### src/rtl/ca_pixel_engine.sv
// Streaming 3x3 chromatic-adaptation core with a double-buffered coefficient bank.
// Optional feature macro: CA_SAT_COUNT_EN (per-frame saturated-beat counter).
module ca_pixel_engine #(
  parameter int PIX_W     = 8,
  parameter int COEF_W    = 18,
  parameter int FRAC_BITS = 14
) (
  input  logic                clk,
  input  logic                rst_n,
  input  logic                coef_wr,
  input  logic [3:0]          coef_addr,
  input  logic [COEF_W-1:0]   coef_data,
  input  logic                coef_commit,
  input  logic                bypass,
  input  logic [3*PIX_W-1:0]  s_data,
  input  logic                s_valid,
  output logic                s_ready,
  input  logic                s_sof,
  input  logic                s_eof,
  output logic [3*PIX_W-1:0]  m_data,
  output logic                m_valid,
  input  logic                m_ready,
  output logic                m_sof,
  output logic                m_eof,
  output logic                matrix_pending,
  output logic                coef_err,
  output logic [15:0]         sat_count
);
  localparam int PW = COEF_W + PIX_W + 1;
  localparam int AW = PIX_W + COEF_W + 3;
  localparam logic [COEF_W-1:0] ONE = COEF_W'(1) << FRAC_BITS;
  localparam logic signed [AW-1:0] RND = AW'(1) << (FRAC_BITS - 1);
  localparam logic signed [AW-1:0] MAXV = (AW'(1) << PIX_W) - AW'(1);

  typedef logic [8:0][COEF_W-1:0] mat_t;

  function automatic mat_t ident();
    mat_t m;
    for (int k = 0; k < 9; k++)
      m[k] = (k % 4 == 0) ? ONE : '0;
    return m;
  endfunction

  localparam mat_t IDENT = ident();

  mat_t shadow_q, active_q, s1_m_q;
  logic pending_q, pending_d, coef_err_q;
  logic en, acc_s, swap, wr_ok;

  logic               s1_valid_q, s1_sof_q, s1_eof_q, s1_byp_q;
  logic [3*PIX_W-1:0] s1_data_q;
  logic               s2_valid_q, s2_sof_q, s2_eof_q, s2_byp_q;
  logic [3*PIX_W-1:0] s2_data_q;
  logic [8:0][PW-1:0] prod_d, prod_q;
  logic               m_valid_q, m_sof_q, m_eof_q, sat_q;
  logic [3*PIX_W-1:0] m_data_q;

  logic signed [AW-1:0] acc [3];
  logic signed [AW-1:0] shr [3];
  logic [3*PIX_W-1:0] pix_d, out_d;
  logic sat_d, osat;

  assign en      = ~m_valid_q | m_ready;
  assign s_ready = en;
  assign acc_s   = s_valid & en;
  assign swap    = acc_s & s_sof & pending_q;
  assign wr_ok   = coef_wr & (coef_addr <= 4'd8) & ~pending_q;
  // a commit landing while the swap fires is absorbed by that swap
  assign pending_d = swap ? 1'b0 : (pending_q | coef_commit);

  always_ff @(posedge clk or negedge rst_n) begin
    if (!rst_n) begin
      shadow_q   <= IDENT;
      active_q   <= IDENT;
      pending_q  <= 1'b0;
      coef_err_q <= 1'b0;
    end else begin
      for (int k = 0; k < 9; k++)
        if (wr_ok && coef_addr == 4'(k)) shadow_q[k] <= coef_data;
      if (swap) active_q <= shadow_q;
      pending_q  <= pending_d;
      coef_err_q <= coef_wr & ~wr_ok;
    end
  end

  always_comb begin
    prod_d = '0;
    for (int i = 0; i < 3; i++)
      for (int j = 0; j < 3; j++)
        prod_d[3*i+j] = PW'($signed(s1_m_q[3*i+j]))
                      * PW'($signed({1'b0, s1_data_q[(2-j)*PIX_W +: PIX_W]}));
  end

  always_comb begin
    pix_d = '0;
    sat_d = 1'b0;
    for (int i = 0; i < 3; i++) begin
      acc[i] = AW'($signed(prod_q[3*i]))
             + AW'($signed(prod_q[3*i+1]))
             + AW'($signed(prod_q[3*i+2])) + RND;
      shr[i] = acc[i] >>> FRAC_BITS;
      if (shr[i][AW-1]) begin
        sat_d = 1'b1;
      end else if (shr[i] > MAXV) begin
        pix_d[(2-i)*PIX_W +: PIX_W] = '1;
        sat_d = 1'b1;
      end else begin
        pix_d[(2-i)*PIX_W +: PIX_W] = shr[i][PIX_W-1:0];
      end
    end
    out_d = s2_byp_q ? s2_data_q : pix_d;
    osat  = ~s2_byp_q & sat_d;
  end

  always_ff @(posedge clk or negedge rst_n) begin
    if (!rst_n) begin
      s1_valid_q <= 1'b0;
      s1_sof_q   <= 1'b0;
      s1_eof_q   <= 1'b0;
      s1_byp_q   <= 1'b0;
      s1_data_q  <= '0;
      s1_m_q     <= IDENT;
      s2_valid_q <= 1'b0;
      s2_sof_q   <= 1'b0;
      s2_eof_q   <= 1'b0;
      s2_byp_q   <= 1'b0;
      s2_data_q  <= '0;
      prod_q     <= '0;
      m_valid_q  <= 1'b0;
      m_sof_q    <= 1'b0;
      m_eof_q    <= 1'b0;
      m_data_q   <= '0;
      sat_q      <= 1'b0;
    end else if (en) begin
      s1_valid_q <= s_valid;
      s1_sof_q   <= s_sof;
      s1_eof_q   <= s_eof;
      s1_byp_q   <= bypass;
      s1_data_q  <= s_data;
      s1_m_q     <= swap ? shadow_q : active_q;
      s2_valid_q <= s1_valid_q;
      s2_sof_q   <= s1_sof_q;
      s2_eof_q   <= s1_eof_q;
      s2_byp_q   <= s1_byp_q;
      s2_data_q  <= s1_data_q;
      prod_q     <= prod_d;
      m_valid_q  <= s2_valid_q;
      m_sof_q    <= s2_sof_q;
      m_eof_q    <= s2_eof_q;
      m_data_q   <= out_d;
      sat_q      <= osat;
    end
  end

  assign m_data         = m_data_q;
  assign m_valid        = m_valid_q;
  assign m_sof          = m_sof_q;
  assign m_eof          = m_eof_q;
  assign matrix_pending = pending_q;
  assign coef_err       = coef_err_q;

`ifdef CA_SAT_COUNT_EN
  logic [15:0] cnt_q, sat_count_q, base, tot;

  always_comb begin
    base = m_sof_q ? 16'h0 : cnt_q;
    tot  = (sat_q && base != 16'hFFFF) ? base + 16'h1 : base;
  end

  always_ff @(posedge clk or negedge rst_n) begin
    if (!rst_n) begin
      cnt_q       <= 16'h0;
      sat_count_q <= 16'h0;
    end else if (m_valid_q && m_ready) begin
      if (m_eof_q) begin
        sat_count_q <= tot;
        cnt_q       <= 16'h0;
      end else begin
        cnt_q <= tot;
      end
    end
  end

  assign sat_count = sat_count_q;
`else
  logic unused_sat;
  assign unused_sat = sat_q;
  assign sat_count  = 16'h0;
`endif
endmodule

### config.mk
export PLATFORM = sky130hd
export DESIGN_NAME = ca_pixel_engine
export DESIGN_NICKNAME = d
export VERILOG_FILES = /design/src/rtl/ca_pixel_engine.sv
export SDC_FILE = /design/constraint.sdc
export NUM_CORES = 2
export LEC_CHECK = 0
export ABC_AREA = 1
export CAP_MARGIN = 20
export CORE_MARGIN = 2
export CORE_UTILIZATION = 29
export DETAILED_ROUTE_END_ITERATION = 10
export GPL_TIMING_DRIVEN = 0
export HOLD_SLACK_MARGIN = 0.06
export PLACE_DENSITY_LB_ADDON = 0.25
export SLEW_MARGIN = 20
export SYNTH_ARGS = -nofsm -noshare
export SYNTH_HDL_FRONTEND = slang
export SYNTH_SLANG_ARGS = --single-unit
### constraint.sdc
create_clock -name clk -period 4.4 [get_ports clk]
set_input_delay 0.66 -clock clk [delete_from_list [all_inputs] [get_ports clk]]
set_output_delay 0.66 -clock clk [all_outputs]
set_load 0.01 [all_outputs]
==> flow_metrics.py <==
metrics = {
    "run_status": {
        "status": "finished with violations",
        "violations": "negative setup slack",
    },
    "route": {
        "routed_via_density": 4.52,
        "vias": 70300,
        "wl_per_cell_um": 20.6,
        "routed_wl_um": 320000,
        "drc_errors": 0,
        "first_pass_iters": 8,
        "drtIter0Drc": 5584,
        "ant_nets": 0,
    },
    "setup_path": {
        "path_max_fanout": 7,
        "reg2reg_depth": 21,
        "critPathTopFamily": "adder cells",
        "worst_path_max_delay_cell": "fa_1",
        "worstSetupEndpointType": "register",
        "r2r_slack_ns": -0.55,
        "required_ns": 5.03,
        "critical_path.cell_chain": "buf_12 > buf_12 > clkbuf_16 > nand2_8 > inv_4 > fa_2 > buf_12 > fa_1 > inv_1 > fa_1 > inv_1 > fa_1 > ha_4 > nand2_2 > a21oi_2 > a211oi_2 > nand3_2 > a31o_4 > or2_4 > nand3_4 > nand2_1",
        "slowest_delay_ns": 0.56,
        "critical_path_depth": 21,
        "r2r-end": "prod_q[241]$_DFFE_PN0N_",
        "start_kind": "register",
        "r2r_start": "s1_data_q[0]$_DFFE_PN0N_",
        "critPathBufInv": 7,
        "endpoint": "prod_q[241]$_DFFE_PN0N_",
        "startpoint": "s1_data_q[0]$_DFFE_PN0N_",
        "critPathKind": "register to register",
        "arrival_ns": 5.58,
    },
    "layout": {
        "fillCellCount": 30900,
        "fin_area_um2": 107000,
        "layout_commonest_cell": "nand2_1",
        "nets": 13300,
        "stdcell_count": 15600,
        "layout_common_cells": "2,841 x nand2_1, 2,769 x inv_1, 1,030 x fa_1, 786 x dfrtp_1, 483 x ha_1",
        "area_growth_pct": 23.6,
        "drive_gt1_share_pct": 18.1,
    },
    "placed_design": {
        "place_inst": 15100,
        "port_buffers": 83,
        "hpwl_um": 250000,
        "place_area_um2": 93900,
        "place_congestion": 0.913,
    },
    "logic_synthesis": {
        "synth_flop_cell": "dfrtp_1",
        "synth_area_per_cell_um2": 7.87,
        "yosysTopAreaCellShare_pct": 25.5,
        "yosysTopAreaCell": "fa_1",
        "synth_edf_count": 0,
        "synth_area_um2": 86700,
        "synth_area_leaders": "fa_1 25%, dfrtp_1 23%, nand2_1 13%",
        "syn_inst": 11000,
        "ys_warn_count": 0,
        "ys_ff_latch": 814,
        "synth-async-reset-ratio_pct": 100,
        "synth_cell_types": 61,
        "yosysSeqAreaShare_pct": 23.5,
    },
    "floorplan": {
        "die_w_um": 551,
        "num_rows": 200,
        "start_util_pct": 29.2,
        "fp.dieH_um": 551,
        "dieArea_um2": 303000,
        "design.portCount": 101,
        "fp.coreArea_um2": 297000,
    },
    "timing": {
        "totalNegativeSetupSlack_ns": -46.59,
        "period_needed_ns": 4.95,
        "min_period_over_period_pct": 113,
        "worst_slack_ns": -0.552,
        "tightestPinTransition_ns": 1.28,
        "finalMaxSlewViolations": 0,
        "relSlewSlack_pct": 15.0,
        "setup_viol": 151,
        "rsz0062_at_grt": "true",
        "finalClockSkew_ns": 0.0734,
        "fmax_mhz": 202,
        "hold_viol": 0,
    },
    "pwr": {
        "leakagePower_nw": 60.5,
        "vdd_drop_max_mv": 0.516,
        "powerDensity_nw_per_um2": 673,
    },
    "clocking": {
        "cts_tree": "built",
        "h-tree-depth": 3,
        "clockBufferDepth": 3,
        "cts_made_buffers": 96,
        "path_clk_slew_ns": 0.07,
        "clkLatencyLatePin_ns": 0.79,
        "cts.sinks": 814,
        "root_buffer": "clkbuf_16",
    },
    "global_routing": {
        "grt_pass1_wl_um": 471000,
        "antenna_found_initial": 33,
        "grt_max_degree": 134,
        "globalRouteTotalUtil_pct": 21.0,
        "grt_pass1_vias": 71100,
        "grt_overflow": 0,
    },
    "job": {
        "maxCapViolCount": 0,
    },
    "worst_hold_path": {
        "hold_class": "primary input to register",
    },
}
## stage by stage
| stage | total power, mW | worst slack (ns) | hold WS [ns] | util [%] |
|---|---|---|---|---|
| after floorplan | 38.8 | -0.0385 | 0.364 | - |
| after global placement | 53.0 | -37.36 | 0.453 | 31.4 |
| after detailed placement | 53.0 | -1.52 | 0.458 | 31.6 |
| after CTS | 67.3 | -0.506 | 0.342 | 34.6 |
| after global routing | 78.3 | -0.660 | 0.398 | 36.1 |
| final | 72.1 | -0.552 | 0.405 | 36.1 |
## layer usage
layer,track usage (%),part of all wire [%]
met5,0,0.012
met4,7.64,4.1
met3,2.42,5.6
met2,34.0,46
met1,28.8,45
## cell families after synthesis
| kind of cell | after synthesis | share of synthesized area [%] |
|---|---|---|
| AND/OR/NAND/NOR | 3769 | 17.3 |
| buffers and inverters | 3422 | 15.0 |
| adder cells (fa/ha/maj) | 1746 | 34.8 |
| AO/OA/AOI/OAI | 990 | 6.17 |
| flip-flops | 814 | 23.5 |
| multiplexers | 162 | 2.10 |
| XOR/XNOR | 116 | 1.18 |
| other | 1 | 0.00433 |
## sequential cells by signal, indices dropped and copies added (netlist names), 24 cells and up
| name | count |
|---|---|
| prod_q | 243 |
| s2_data_q | 24 |
| shadow_q | 162 |
| s1_data_q | 24 |
| s1_m_q | 162 |
| active_q | 162 |
| m_data | 24 |
## power by group
| part | switching, mW | internal (mW) |
|---|---|---|
| combinational | 31.3 | 20.6 |
| sequential | 2.09 | 9.65 |
| clock | 3.81 | 4.67 |
| total | 37.2 | 34.9 |
## worst reg2reg max path, cell delays in order (launching register included)
cell and delay, ns:
dfrtp_2 0.44, buf_12 0.14, buf_12 0.14, clkbuf_16 0.20, nand2_8 0.11, inv_4 0.04
fa_2 0.46, buf_12 0.16, fa_1 0.47, inv_1 0.05, fa_1 0.53, inv_1 0.05
fa_1 0.56, ha_4 0.25, nand2_2 0.09, a21oi_2 0.06, a211oi_2 0.24, nand3_2 0.18
a31o_4 0.28, or2_4 0.23, nand3_4 0.08, nand2_1 0.05
## how the worst min path moves through the flow
stage / startpoint / end / slack (ns) / cells past startpoint
3_5_place_dp: s2_eof_q$_DFFE_PN0N_ / m_eof$_DFFE_PN0N_ / 0.46 / 2
5_1_grt: s_data[11] / s1_data_q[11]$_DFFE_PN0N_ / 0.40 / 3
6_report: s_data[10] / s1_data_q[10]$_DFFE_PN0N_ / 0.40 / 3
3_3_place_gp: s1_eof_q$_DFFE_PN0N_ / s2_eof_q$_DFFE_PN0N_ / 0.45 / 2
2_1_floorplan: rst_n / active_q[0]$_DFF_PN0_ / 0.36 / 0
4_1_cts: s_data[10] / s1_data_q[10]$_DFFE_PN0N_ / 0.34 / 3
## synth_stat cells (3+ instances only)
master	instances
inv_2	3
buf_2	19
a31o_2	5
o21bai_1	31
nor4_1	17
clkbuf_1	352
ha_1	642
nand4_2	4
a21oi_1	314
nor3_1	23
o31ai_1	4
a221oi_1	4
nand2_1	3036
buf_4	18
buf_1	82
a211oi_1	13
o21ai_0	492
a21oi_2	16
nand3b_1	4
or2_2	72
a31oi_1	35
o211ai_1	7
or2_1	4
or2_0	6
o21ai_1	24
nor2_1	298
fa_1	1104
xor2_1	54
clkbuf_2	9
nand4_1	38
nor2_2	4
and2_1	6
xnor2_1	61
inv_1	2936
nand3_2	3
dfrtp_1	805
mux2_2	162
o21a_1	7
o22ai_1	6
nand2_2	6
o211a_1	3
nand3_1	237
a21o_1	18
a21boi_0	4
dfstp_2	9
## layout make-up
type	count	area, um2	share of cell area (%)
inverter	2940	11100	10.3
tap	3939	4930	4.60
clock buffer	133	2710	2.53
timing repair buffer	498	5060	4.72
clock inverter	43	538	0.502
sequential	814	20400	19.0
multi-input combinational	6799	59200	55.2
buffer	367	3270	3.05
antenna	19	47.5	0.0444
## timing repair
action | 4_1_cts | 5_1_grt
pin swaps | 217 | 478
setup endpoints to repair | 177 | 167
hold buffers | 1 | 0
hold endpoints to repair | 89 | 0
buffers inserted | 176 | 191
gates cloned | 10 | 12
gates resized for setup | 971 | 794
No activity file was read; power rests on OpenSTA's default activity.
